--- config.mk ---
export PLATFORM = sky130hd
export DESIGN_NAME = bp_me_io_cmd_arbiter_flat
export DESIGN_NICKNAME = d
export VERILOG_FILES = /design/src/rtl/bp_me_io_cmd_arbiter_if.sv /design/src/rtl/bp_me_io_cmd_arbiter.sv /design/src/flat_wrapper.sv
export SDC_FILE = /design/constraint.sdc
export NUM_CORES = 1
export LEC_CHECK = 0
export ABC_AREA = 1
export BUFFER_PORTS_ARGS = -buffer_cell sky130_fd_sc_hd__buf_2
export CORE_AREA = 2 2 129 131
export DETAILED_ROUTE_END_ITERATION = 7
export DIE_AREA = 0 0 131 133
export PLACE_DENSITY_LB_ADDON = 0.15
export SKIP_LAST_GASP = 1
export SYNTH_ARGS = -nofsm -noshare
export SYNTH_HDL_FRONTEND = slang
export SYNTH_SLANG_ARGS = --single-unit
--- constraint.sdc ---
create_clock -name clk_i -period 5.9 [get_ports clk_i]
set_input_delay 0.885 -clock clk_i [delete_from_list [all_inputs] [get_ports clk_i]]
set_output_delay 0.885 -clock clk_i [all_outputs]
set_load 0.02 [all_outputs]
--- src/rtl/bp_me_io_cmd_arbiter_if.sv ---
// Handshake bundle between the I/O command arbiter, its requesters and the host link.
// The slave modport is the arbiter's view; master is the surrounding harness.
interface bp_me_io_cmd_arbiter_if #(
    parameter int num_req_p   = 2,
    parameter int msg_width_p = 64
);
    logic [num_req_p*msg_width_p-1:0] req_cmd_i;
    logic [num_req_p-1:0]             req_cmd_v_i;
    logic [num_req_p-1:0]             req_cmd_yumi_o;
    logic [msg_width_p-1:0]           req_resp_o;
    logic [num_req_p-1:0]             req_resp_v_o;
    logic [num_req_p-1:0]             req_resp_ready_i;
    logic [msg_width_p-1:0]           io_cmd_o;
    logic                             io_cmd_v_o;
    logic                             io_cmd_ready_i;
    logic [msg_width_p-1:0]           io_resp_i;
    logic                             io_resp_v_i;
    logic                             io_resp_yumi_o;
    logic                             busy_o;

    modport slave (
        input  req_cmd_i, req_cmd_v_i, req_resp_ready_i,
        input  io_cmd_ready_i, io_resp_i, io_resp_v_i,
        output req_cmd_yumi_o, req_resp_o, req_resp_v_o,
        output io_cmd_o, io_cmd_v_o, io_resp_yumi_o, busy_o
    );

    modport master (
        output req_cmd_i, req_cmd_v_i, req_resp_ready_i,
        output io_cmd_ready_i, io_resp_i, io_resp_v_i,
        input  req_cmd_yumi_o, req_resp_o, req_resp_v_o,
        input  io_cmd_o, io_cmd_v_o, io_resp_yumi_o, busy_o
    );
endinterface

--- src/rtl/bp_me_io_cmd_arbiter.sv ---
// Round-robin arbiter sharing one host I/O command/response channel among requesters;
// an in-order tag FIFO steers each response back to the requester that issued it.
//
// state | meaning
// IDLE  | arbitrate among valid requesters when a credit is free, latch the grant
// HOLD  | present the granted command downstream until io_cmd_ready_i accepts it
module bp_me_io_cmd_arbiter #(
    parameter int num_req_p         = 2,
    parameter int max_outstanding_p = 4,
    parameter int msg_width_p       = 64
) (
    input  logic                    clk_i,
    input  logic                    reset_n_i,
    bp_me_io_cmd_arbiter_if.slave   link
);
    localparam int lg_req_lp = (num_req_p > 1) ? $clog2(num_req_p) : 1;
    localparam int cred_w_lp = $clog2(max_outstanding_p + 1);
    localparam int ptr_w_lp  = (max_outstanding_p > 1) ? $clog2(max_outstanding_p) : 1;

    typedef enum logic {
        IDLE = 1'b0,
        HOLD = 1'b1
    } state_e;

    state_e                 state_r, state_n;
    logic [lg_req_lp-1:0]   gnt_r, gnt_n;
    logic [lg_req_lp-1:0]   rr_r, rr_n;
    logic [lg_req_lp-1:0]   pick_idx;
    logic                   pick_v;
    logic                   credit_avail;
    logic                   cmd_v;
    logic [num_req_p-1:0]   cmd_yumi;
    logic                   push, pop;

    logic [cred_w_lp-1:0]   credits_r;
    logic [ptr_w_lp-1:0]    wr_ptr_r, rd_ptr_r;
    logic [lg_req_lp-1:0]   tag_mem_r [max_outstanding_p];
    logic [lg_req_lp-1:0]   head;
    logic                   fifo_empty;
    logic                   resp_fire_v;
    logic [num_req_p-1:0]   resp_v;

    logic [msg_width_p-1:0] cmd_arr [num_req_p];

    for (genvar g = 0; g < num_req_p; g++) begin : g_unpack
        assign cmd_arr[g] = link.req_cmd_i[g*msg_width_p +: msg_width_p];
    end

    function automatic logic [ptr_w_lp-1:0] ptr_inc(input logic [ptr_w_lp-1:0] p);
        return (p == ptr_w_lp'(max_outstanding_p - 1)) ? '0 : p + ptr_w_lp'(1);
    endfunction

    // Scan from the highest offset down so the nearest valid requester at or after rr_r wins.
    always_comb begin
        int idx;
        idx      = 0;
        pick_idx = rr_r;
        pick_v   = 1'b0;
        for (int k = num_req_p - 1; k >= 0; k--) begin
            idx = int'(rr_r) + k;
            if (idx >= num_req_p) idx = idx - num_req_p;
            if (link.req_cmd_v_i[lg_req_lp'(idx)]) begin
                pick_idx = lg_req_lp'(idx);
                pick_v   = 1'b1;
            end
        end
    end

    assign credit_avail = (credits_r < cred_w_lp'(max_outstanding_p));

    always_ff @(posedge clk_i or negedge reset_n_i) begin
        if (!reset_n_i) begin
            state_r <= IDLE;
            gnt_r   <= '0;
            rr_r    <= '0;
        end else begin
            state_r <= state_n;
            gnt_r   <= gnt_n;
            rr_r    <= rr_n;
        end
    end

    always_comb begin
        state_n  = state_r;
        gnt_n    = gnt_r;
        rr_n     = rr_r;
        cmd_v    = 1'b0;
        cmd_yumi = '0;
        push     = 1'b0;
        case (state_r)
            IDLE: begin
                if (credit_avail && pick_v) begin
                    gnt_n   = pick_idx;
                    state_n = HOLD;
                end
            end
            HOLD: begin
                cmd_v = 1'b1;
                if (link.io_cmd_ready_i) begin
                    cmd_yumi[gnt_r] = 1'b1;
                    push            = 1'b1;
                    rr_n            = (gnt_r == lg_req_lp'(num_req_p - 1)) ? '0 : gnt_r + lg_req_lp'(1);
                    state_n         = IDLE;
                end
            end
            default: state_n = IDLE;
        endcase
    end

    assign link.io_cmd_v_o     = cmd_v;
    assign link.io_cmd_o       = cmd_v ? cmd_arr[gnt_r] : '0;
    assign link.req_cmd_yumi_o = cmd_yumi;

    // Occupancy of the tag FIFO is exactly the credit count, so empty falls out of it.
    assign fifo_empty  = (credits_r == '0);
    assign head        = tag_mem_r[rd_ptr_r];
    assign resp_fire_v = link.io_resp_v_i & ~fifo_empty;
    assign pop         = resp_fire_v & link.req_resp_ready_i[head];

    always_comb begin
        resp_v = '0;
        if (resp_fire_v) resp_v[head] = 1'b1;
    end

    assign link.req_resp_v_o   = resp_v;
    assign link.req_resp_o     = resp_fire_v ? link.io_resp_i : '0;
    assign link.io_resp_yumi_o = pop;
    assign link.busy_o         = (state_r == HOLD) | ~fifo_empty;

    always_ff @(posedge clk_i or negedge reset_n_i) begin
        if (!reset_n_i) begin
            wr_ptr_r  <= '0;
            rd_ptr_r  <= '0;
            credits_r <= '0;
            for (int i = 0; i < max_outstanding_p; i++) tag_mem_r[i] <= '0;
        end else begin
            if (push) begin
                tag_mem_r[wr_ptr_r] <= gnt_r;
                wr_ptr_r            <= ptr_inc(wr_ptr_r);
            end
            if (pop) rd_ptr_r <= ptr_inc(rd_ptr_r);
            case ({push, pop})
                2'b10:   credits_r <= credits_r + cred_w_lp'(1);
                2'b01:   credits_r <= credits_r - cred_w_lp'(1);
                default: credits_r <= credits_r;
            endcase
        end
    end

`ifndef SYNTHESIS
    a_resp_without_tag: assert property (@(posedge clk_i) disable iff (!reset_n_i)
        !(link.io_resp_v_i && fifo_empty))
        else $error("io response arrived with no outstanding command");

    a_credit_overflow: assert property (@(posedge clk_i) disable iff (!reset_n_i)
        !(push && !pop && credits_r == cred_w_lp'(max_outstanding_p)))
        else $error("credit counter overflow");

    a_credit_underflow: assert property (@(posedge clk_i) disable iff (!reset_n_i)
        !(pop && !push && fifo_empty))
        else $error("credit counter underflow");
`endif

endmodule

--- src/flat_wrapper.sv ---
// flat-port wrapper written by rule: the top's interface ports become plain ports
module bp_me_io_cmd_arbiter_flat 
#(
    parameter int num_req_p         = 2,
    parameter int max_outstanding_p = 4,
    parameter int msg_width_p       = 64
)
  (clk_i, reset_n_i, link_req_cmd_i, link_req_cmd_v_i, link_req_resp_ready_i, link_io_cmd_ready_i, link_io_resp_i, link_io_resp_v_i, link_req_cmd_yumi_o, link_req_resp_o, link_req_resp_v_o, link_io_cmd_o, link_io_cmd_v_o, link_io_resp_yumi_o, link_busy_o);
  bp_me_io_cmd_arbiter_if #(.num_req_p(num_req_p), .msg_width_p(msg_width_p)) link_i ();
  input  logic clk_i;
  input  logic reset_n_i;
  input wire logic [$bits(link_i.req_cmd_i)-1:0] link_req_cmd_i;
  input wire logic [$bits(link_i.req_cmd_v_i)-1:0] link_req_cmd_v_i;
  input wire logic [$bits(link_i.req_resp_ready_i)-1:0] link_req_resp_ready_i;
  input wire logic [$bits(link_i.io_cmd_ready_i)-1:0] link_io_cmd_ready_i;
  input wire logic [$bits(link_i.io_resp_i)-1:0] link_io_resp_i;
  input wire logic [$bits(link_i.io_resp_v_i)-1:0] link_io_resp_v_i;
  output wire logic [$bits(link_i.req_cmd_yumi_o)-1:0] link_req_cmd_yumi_o;
  output wire logic [$bits(link_i.req_resp_o)-1:0] link_req_resp_o;
  output wire logic [$bits(link_i.req_resp_v_o)-1:0] link_req_resp_v_o;
  output wire logic [$bits(link_i.io_cmd_o)-1:0] link_io_cmd_o;
  output wire logic [$bits(link_i.io_cmd_v_o)-1:0] link_io_cmd_v_o;
  output wire logic [$bits(link_i.io_resp_yumi_o)-1:0] link_io_resp_yumi_o;
  output wire logic [$bits(link_i.busy_o)-1:0] link_busy_o;
  assign link_i.req_cmd_i = link_req_cmd_i;
  assign link_i.req_cmd_v_i = link_req_cmd_v_i;
  assign link_i.req_resp_ready_i = link_req_resp_ready_i;
  assign link_i.io_cmd_ready_i = link_io_cmd_ready_i;
  assign link_i.io_resp_i = link_io_resp_i;
  assign link_i.io_resp_v_i = link_io_resp_v_i;
  assign link_req_cmd_yumi_o = link_i.req_cmd_yumi_o;
  assign link_req_resp_o = link_i.req_resp_o;
  assign link_req_resp_v_o = link_i.req_resp_v_o;
  assign link_io_cmd_o = link_i.io_cmd_o;
  assign link_io_cmd_v_o = link_i.io_cmd_v_o;
  assign link_io_resp_yumi_o = link_i.io_resp_yumi_o;
  assign link_busy_o = link_i.busy_o;
  bp_me_io_cmd_arbiter #(.num_req_p(num_req_p), .max_outstanding_p(max_outstanding_p), .msg_width_p(msg_width_p)) u_core (.clk_i(clk_i), .reset_n_i(reset_n_i), .link(link_i));
endmodule
# Word level (Yosys, flattened, before mapping)
# Cells that the tools add are included.
[totals]
input_bits = 200
elab_cells = 91
ff_bits = 14
output_inout_bits = 135
memories = 0
mem_bits_rw = 0
latch_bits = 0
romBits = 0
[op_classes]
shifts = 0
add_sub_neg = 8
magnitude_cmp = 13
n_mux = 40
eq_ne = 4
bitwise = 8
div_mod_pow = 0
reduce_logical = 8
mul = 0
[ops]
columns = ["op", "n"]
rows = [
  ["64-bit two-way mux", 5],
  ["1-bit two-way mux", 23],
  ["2-bit two-way mux", 5],
  ["2-bit == test, second input constant", 3],
  ["3-bit >= comparator, second input constant", 2],
  ["1-bit by 3-bit less-than comparator with 1-bit output, second input constant", 2],
  ["2-bit NOT with 3-bit output", 2],
  ["3-bit one-hot mux with 2 select lines", 1],
  ["2-bit by 1-bit adder with 2-bit output, second input constant", 2],
  ["4-bit bitwise mux", 1],
  ["2-bit >= comparator, second input constant", 2],
  ["1-bit logical AND", 4],
  ["1-bit by 2-bit less-than comparator with 1-bit output, second input constant", 2],
  ["2-bit AND reduction", 2],
  ["3-bit by 1-bit adder with 3-bit output, second input constant", 1],
  ["3-bit logical NOT", 1],
  ["3-bit by 1-bit less-than comparator with 1-bit output, second input constant", 1],
  ["3-bit less-than comparator, second input constant", 1],
  ["3-bit by 1-bit subtractor with 3-bit output, second input constant", 1],
  ["1-bit by 1-bit adder with 2-bit output, second input constant", 1],
  ["1-bit AND", 2],
  ["1-bit binary-select mux with 2-bit select", 1],
  ["1-bit demux with 1-bit select", 2],
  ["1-bit demux with 2-bit select", 1],
  ["10 further kinds", 13],
]

# Longest topological paths before layout
[depth]
word_depth = 11
ltp_mapped = 13
ltp_nobuf = 13

# Least setup slack after synthesis
# Ideal clock, no wire load.
[synth_path]
path_kind = "input port to flip-flop"
start = "input port link_io_resp_v_i"
end = "register u_core.credits_r[2]"
required_time_ns = 5.769
arrival_ns = 2.374
setup_time_ns = 0.131
path_buffers = 0
slack_ns = 3.395
stages = 9
cell_sequence = "a21boi_4 -> nand3_1 -> nand2_1 -> ha_1 -> inv_1 -> fa_1 -> a21oi_1 -> o21ai_0 -> xor2_1"
[synth_via]
elab_chain_cells = 4
word_cells_on_any_way = 6
cone_classes = "eq/ne: 2; mux: 1; bitwise: 2; reduce/logical: 1"
[synth_rtl]
columns = ["item", "line_no", "source"]
rows = [
  ["start: declaration", "flat_wrapper.sv:17", "input wire logic [$bits(link_i.io_resp_v_i)-1:0] link_io_resp_v_i;"],
  ["1-bit AND *", "bp_me_io_cmd_arbiter.sv:117", "assign resp_fire_v = link.io_resp_v_i & ~fifo_empty;"],
  ["1-bit AND *", "bp_me_io_cmd_arbiter.sv:118", "assign pop = resp_fire_v & link.req_resp_ready_i[head];"],
  ["net link_io_resp_yumi_o", "flat_wrapper.sv:23", "output wire logic [$bits(link_i.io_resp_yumi_o)-1:0] link_io_resp_yumi_o;"],
  ["2-bit by 1-bit == test with 1-bit output / 2-bit == test (equally long branches)", "bp_me_io_cmd_arbiter.sv:142", "case ({push, pop})"],
  ["3-bit one-hot mux with 2 select lines / 2-bit nonzero test (equally long branches)", "--", ""],
  ["end signal: assignment", "bp_me_io_cmd_arbiter.sv:143", "2'b10: credits_r <= credits_r + cred_w_lp'(1);"],
  ["end signal: assignment", "bp_me_io_cmd_arbiter.sv:144", "2'b01: credits_r <= credits_r - cred_w_lp'(1);"],
  ["end signal: assignment", "bp_me_io_cmd_arbiter.sv:145", "default: credits_r <= credits_r;"],
  ["end: declaration", "bp_me_io_cmd_arbiter.sv:35", "logic [cred_w_lp-1:0] credits_r;"],
]
# Mark *: on every way through the listed nets, which the timed path passes. The rest lies on a longest branch.
# A chain may end at the register's enable or synchronous reset.

# Worst setup path after layout
[layout_path]
start = "input port link_io_resp_v_i"
end = "output port link_req_resp_o[39]"
[layout_via]
elab_chain_cells = 2
[layout_rtl]
columns = ["item", "line_no", "source"]
rows = [
  ["1-bit AND", "bp_me_io_cmd_arbiter.sv:117", ""],
  ["64-bit two-way mux", "bp_me_io_cmd_arbiter.sv:126", "assign link.req_resp_o = resp_fire_v ? link.io_resp_i : '0;"],
  ["end: declaration", "flat_wrapper.sv:19", "output wire logic [$bits(link_i.req_resp_o)-1:0] link_req_resp_o;"],
]
# No other way between the ends.

==> out/qor.txt <==
CP peak stage delay -> 0.70 ns
Hpwl dp -> 8980 um
Library cells used by synthesis -> 21
Power Dens Cells -> 388 nW/um^2
Worst setup path category -> primary input to output port
Gpl congestion -> 0.722
YS warnings -> 0
Setup_tns -> 0 ns
Met1 Resource Use GR -> 0.127
Nets -> 964
#FFs+latches synth -> 14
Yosys top cell area share -> 0.231
Min cycle time layout -> 3.46 ns
Worst skew pair latency -> 0.24 ns
Die area -> 17,400 sq um
Layout cells sized above 1 -> 0.512
Die Wd -> 131 um
Buf/Inv on CP -> 4
Crit path DAT -> 2.57 ns
Vias -> 3,613
Initial antenna violation count -> 1
Post-DP Area -> 4340 sq um
Total Power -> 1720 uW
Synth area leader -> nor2_1
Hold crit path type -> flip-flop to flip-flop
Clock Path Buffers -> 2
Most frequent cell on the critical path -> buf_2
CP Data Required Time -> 5.02 ns
Post-Syn Area -> 2560 sq um
Worst relative slew slack -> 0.356
Least-Margin Pin Slew -> 0.966 ns
Reg area -> 353 sq um
PostCTS Resize Cnt -> 0
Final period util -> 0.586
End of the critical path -> link_req_resp_o[39]
R2R setup slack -> 3.58 ns
Fillers -> 1,841
Status -> finished, final reports clean
FF-to-FF End -> u_core.credits_r[1]
Total CTS buffers -> 3
Final WS setup -> 2.44 ns
Syn_area_per_cell -> 5.78 sq um
Final Util -> 0.274
CTS tree -> done
Fmax -> 289 MHz
Leakage power -> 0.00278 uW
Starting DRT DRC Count -> 131
First-pass GRT wire length -> 16,200 um
Reg clk slew, reported paths -> 0.05 ns
Setup crit start kind -> primary input
Max H-tree Level -> 1
CP Capture Type -> output port
DRC violations left -> 0
Total iterations of the first detailed-routing run -> 5
Max Cap Viol -> 0
CP Depth -> 6
Post-CTS Setup Repair Bufs -> 0
Crit path max fanout -> 53
Sink Count -> 14
N_diodes -> 0
Routed WL -> 10,900 um
Place WS -> 2.42 ns
RSZ-0062 raised after global routing -> false
Mapped Cells -> 444
Drt wl/cell -> 11.2 um
Root Driver -> clkbuf_16
Beginning of the critical path -> link_io_resp_v_i
Cells along the critical path -> buf_2 > a21boi_4 > inv_4 > buf_4 > nor2_4 > buf_2
Global routing's busiest layer -> met2
Hold Crit Depth -> 2
Vias/cell -> 3.70
Worst IR drop on VDD -> 0.163 mV
Design area -> 4430 sq um
Slowest CP cell -> inv_4
Delay-heaviest family, CP -> buffers and inverters
# rows -> 47
Met3 GRT Util -> 0.0218
Syn Nets -> 651
Die H -> 133 um
Initial Util -> 0.159
Core area -> 16,200 sq um
Worst r2r src -> u_core.state_r
Post-detailed-route count of antenna-violating nets -> 0
I/O pin total -> 335
Met2 global-route usage -> 0.223
Largest cells by area after synthesis -> nor2_1, nor2_4, o21ai_0
Post-synthesis sequential area ratio -> 0.137
Worst Skew -> 0.00134 ns
Final setup violation count -> 0
Area growth from synthesis to layout -> 72.7%
Final Max Tran Viols -> 0
Total GRT Usage -> 0.115
Vias in the first global route -> 3,288
Fin. Hold Viols -> 0
Largest net degree at the start of global routing -> 68
Multi-input logic area -> 1720 sq um
Cts-stage hold buffer count -> 0
# port buffers -> 333
R2R cell count -> 5
Grt ovf -> 0
## final cells by class
cell class,instances,area share
multi-input cells,323,0.389
well taps,220,0.0621
flip-flops and latches,14,0.0797
repair buffers,336,0.381
clock buffers,4,0.0201
inverters,79,0.0675
## cells in the final DEF (no fill, tap or decap)
cell       Yosys  layout
inv_1         76      76
buf_2          7     333
dfrtp_1       14      12
a21oi_1        2       2
a21boi_4       1       1
nor2_1       158     158
xnor2_1        1       1
fa_1           1       1
inv_2          3       2
clkbuf_8       0       1
nor2_4        40      40
nand3_1       12      12
clkbuf_16      0       3
o21ai_0       72      72
nor2_2         1       1
buf_4          2       3
dfrtp_2        0       2
inv_4          0       1
nand2_1       26      26
ha_1           6       6
xor2_1         1       1
a22oi_1        2       2
## per-stage QoR
stage | hold WS, ns | instances
2_1_floorplan | 0.453 | 444
3_3_place_gp | 0.481 | 972
3_5_place_dp | 0.477 | 972
4_1_cts | 0.489 | 976
5_1_grt | 0.524 | 976
6_report | 0.483 | 976
## per-layer routing
layer  share of wire  routed length (um)  vias to the layer above
met3           0.098                1070                       14
met5          0.0012                  13                        -
met1            0.38                4160                     1434
met4           0.012                 135                        2
met2            0.51                5530                      214
li1                -                   -                     1949
## registers in the layout (all words and copies together), names as in the netlist
register and count:
u_core.state_r 1, u_core.gnt_r 1, u_core.wr_ptr_r 2, u_core.rd_ptr_r 2
u_core.credits_r 3, u_core.rr_r 1, u_core.tag_mem_r 4
## power by group
| part | switching [uW] | internal [uW] |
|---|---|---|
| logic | 919 | 434 |
| registers | 82.3 | 144 |
| clock network | 39.4 | 103 |
## cell families (layout without fill, tap and decap cells)
| group | after synthesis | in the layout | synth area share |
|---|---|---|---|
| fa+ha+maj | 7 | 7 | 0.0371 |
| xor+xnor | 2 | 2 | 0.00683 |
| buf+inv | 107 | 419 | 0.191 |
| flops | 14 | 14 | 0.137 |
| compound gates | 77 | 77 | 0.158 |
| simple gates | 237 | 237 | 0.471 |
## synthesized netlist by cell type, drive strengths merged
library cell  count
a21boi            1
a21oi             2
nand2            26
xnor2             1
a22oi             2
fa                1
inv              79
clkbuf           14
dfrtp            14
nor2            199
nand3            12
o21ai            72
xor2              1
buf              14
ha                6
## worst min-delay path: stages (launching register included)
cell	delay [ns]
dfrtp_1	0.34
nand2_1	0.05
o21ai_0	0.05
## worst min-delay path by stage
stage | startpoint | endpoint | slack [ns]
floorplan | u_core.tag_mem_r[2] | u_core.tag_mem_r[2] | 0.45
finish | u_core.tag_mem_r[3] | u_core.tag_mem_r[3] | 0.48
detailed placement | u_core.tag_mem_r[3] | u_core.tag_mem_r[3] | 0.48
CTS | u_core.tag_mem_r[3] | u_core.tag_mem_r[3] | 0.49
global placement | u_core.tag_mem_r[3] | u_core.tag_mem_r[3] | 0.48
global route | u_core.credits_r[0] | u_core.credits_r[0] | 0.52
Power figures use the tool's default switching activity.
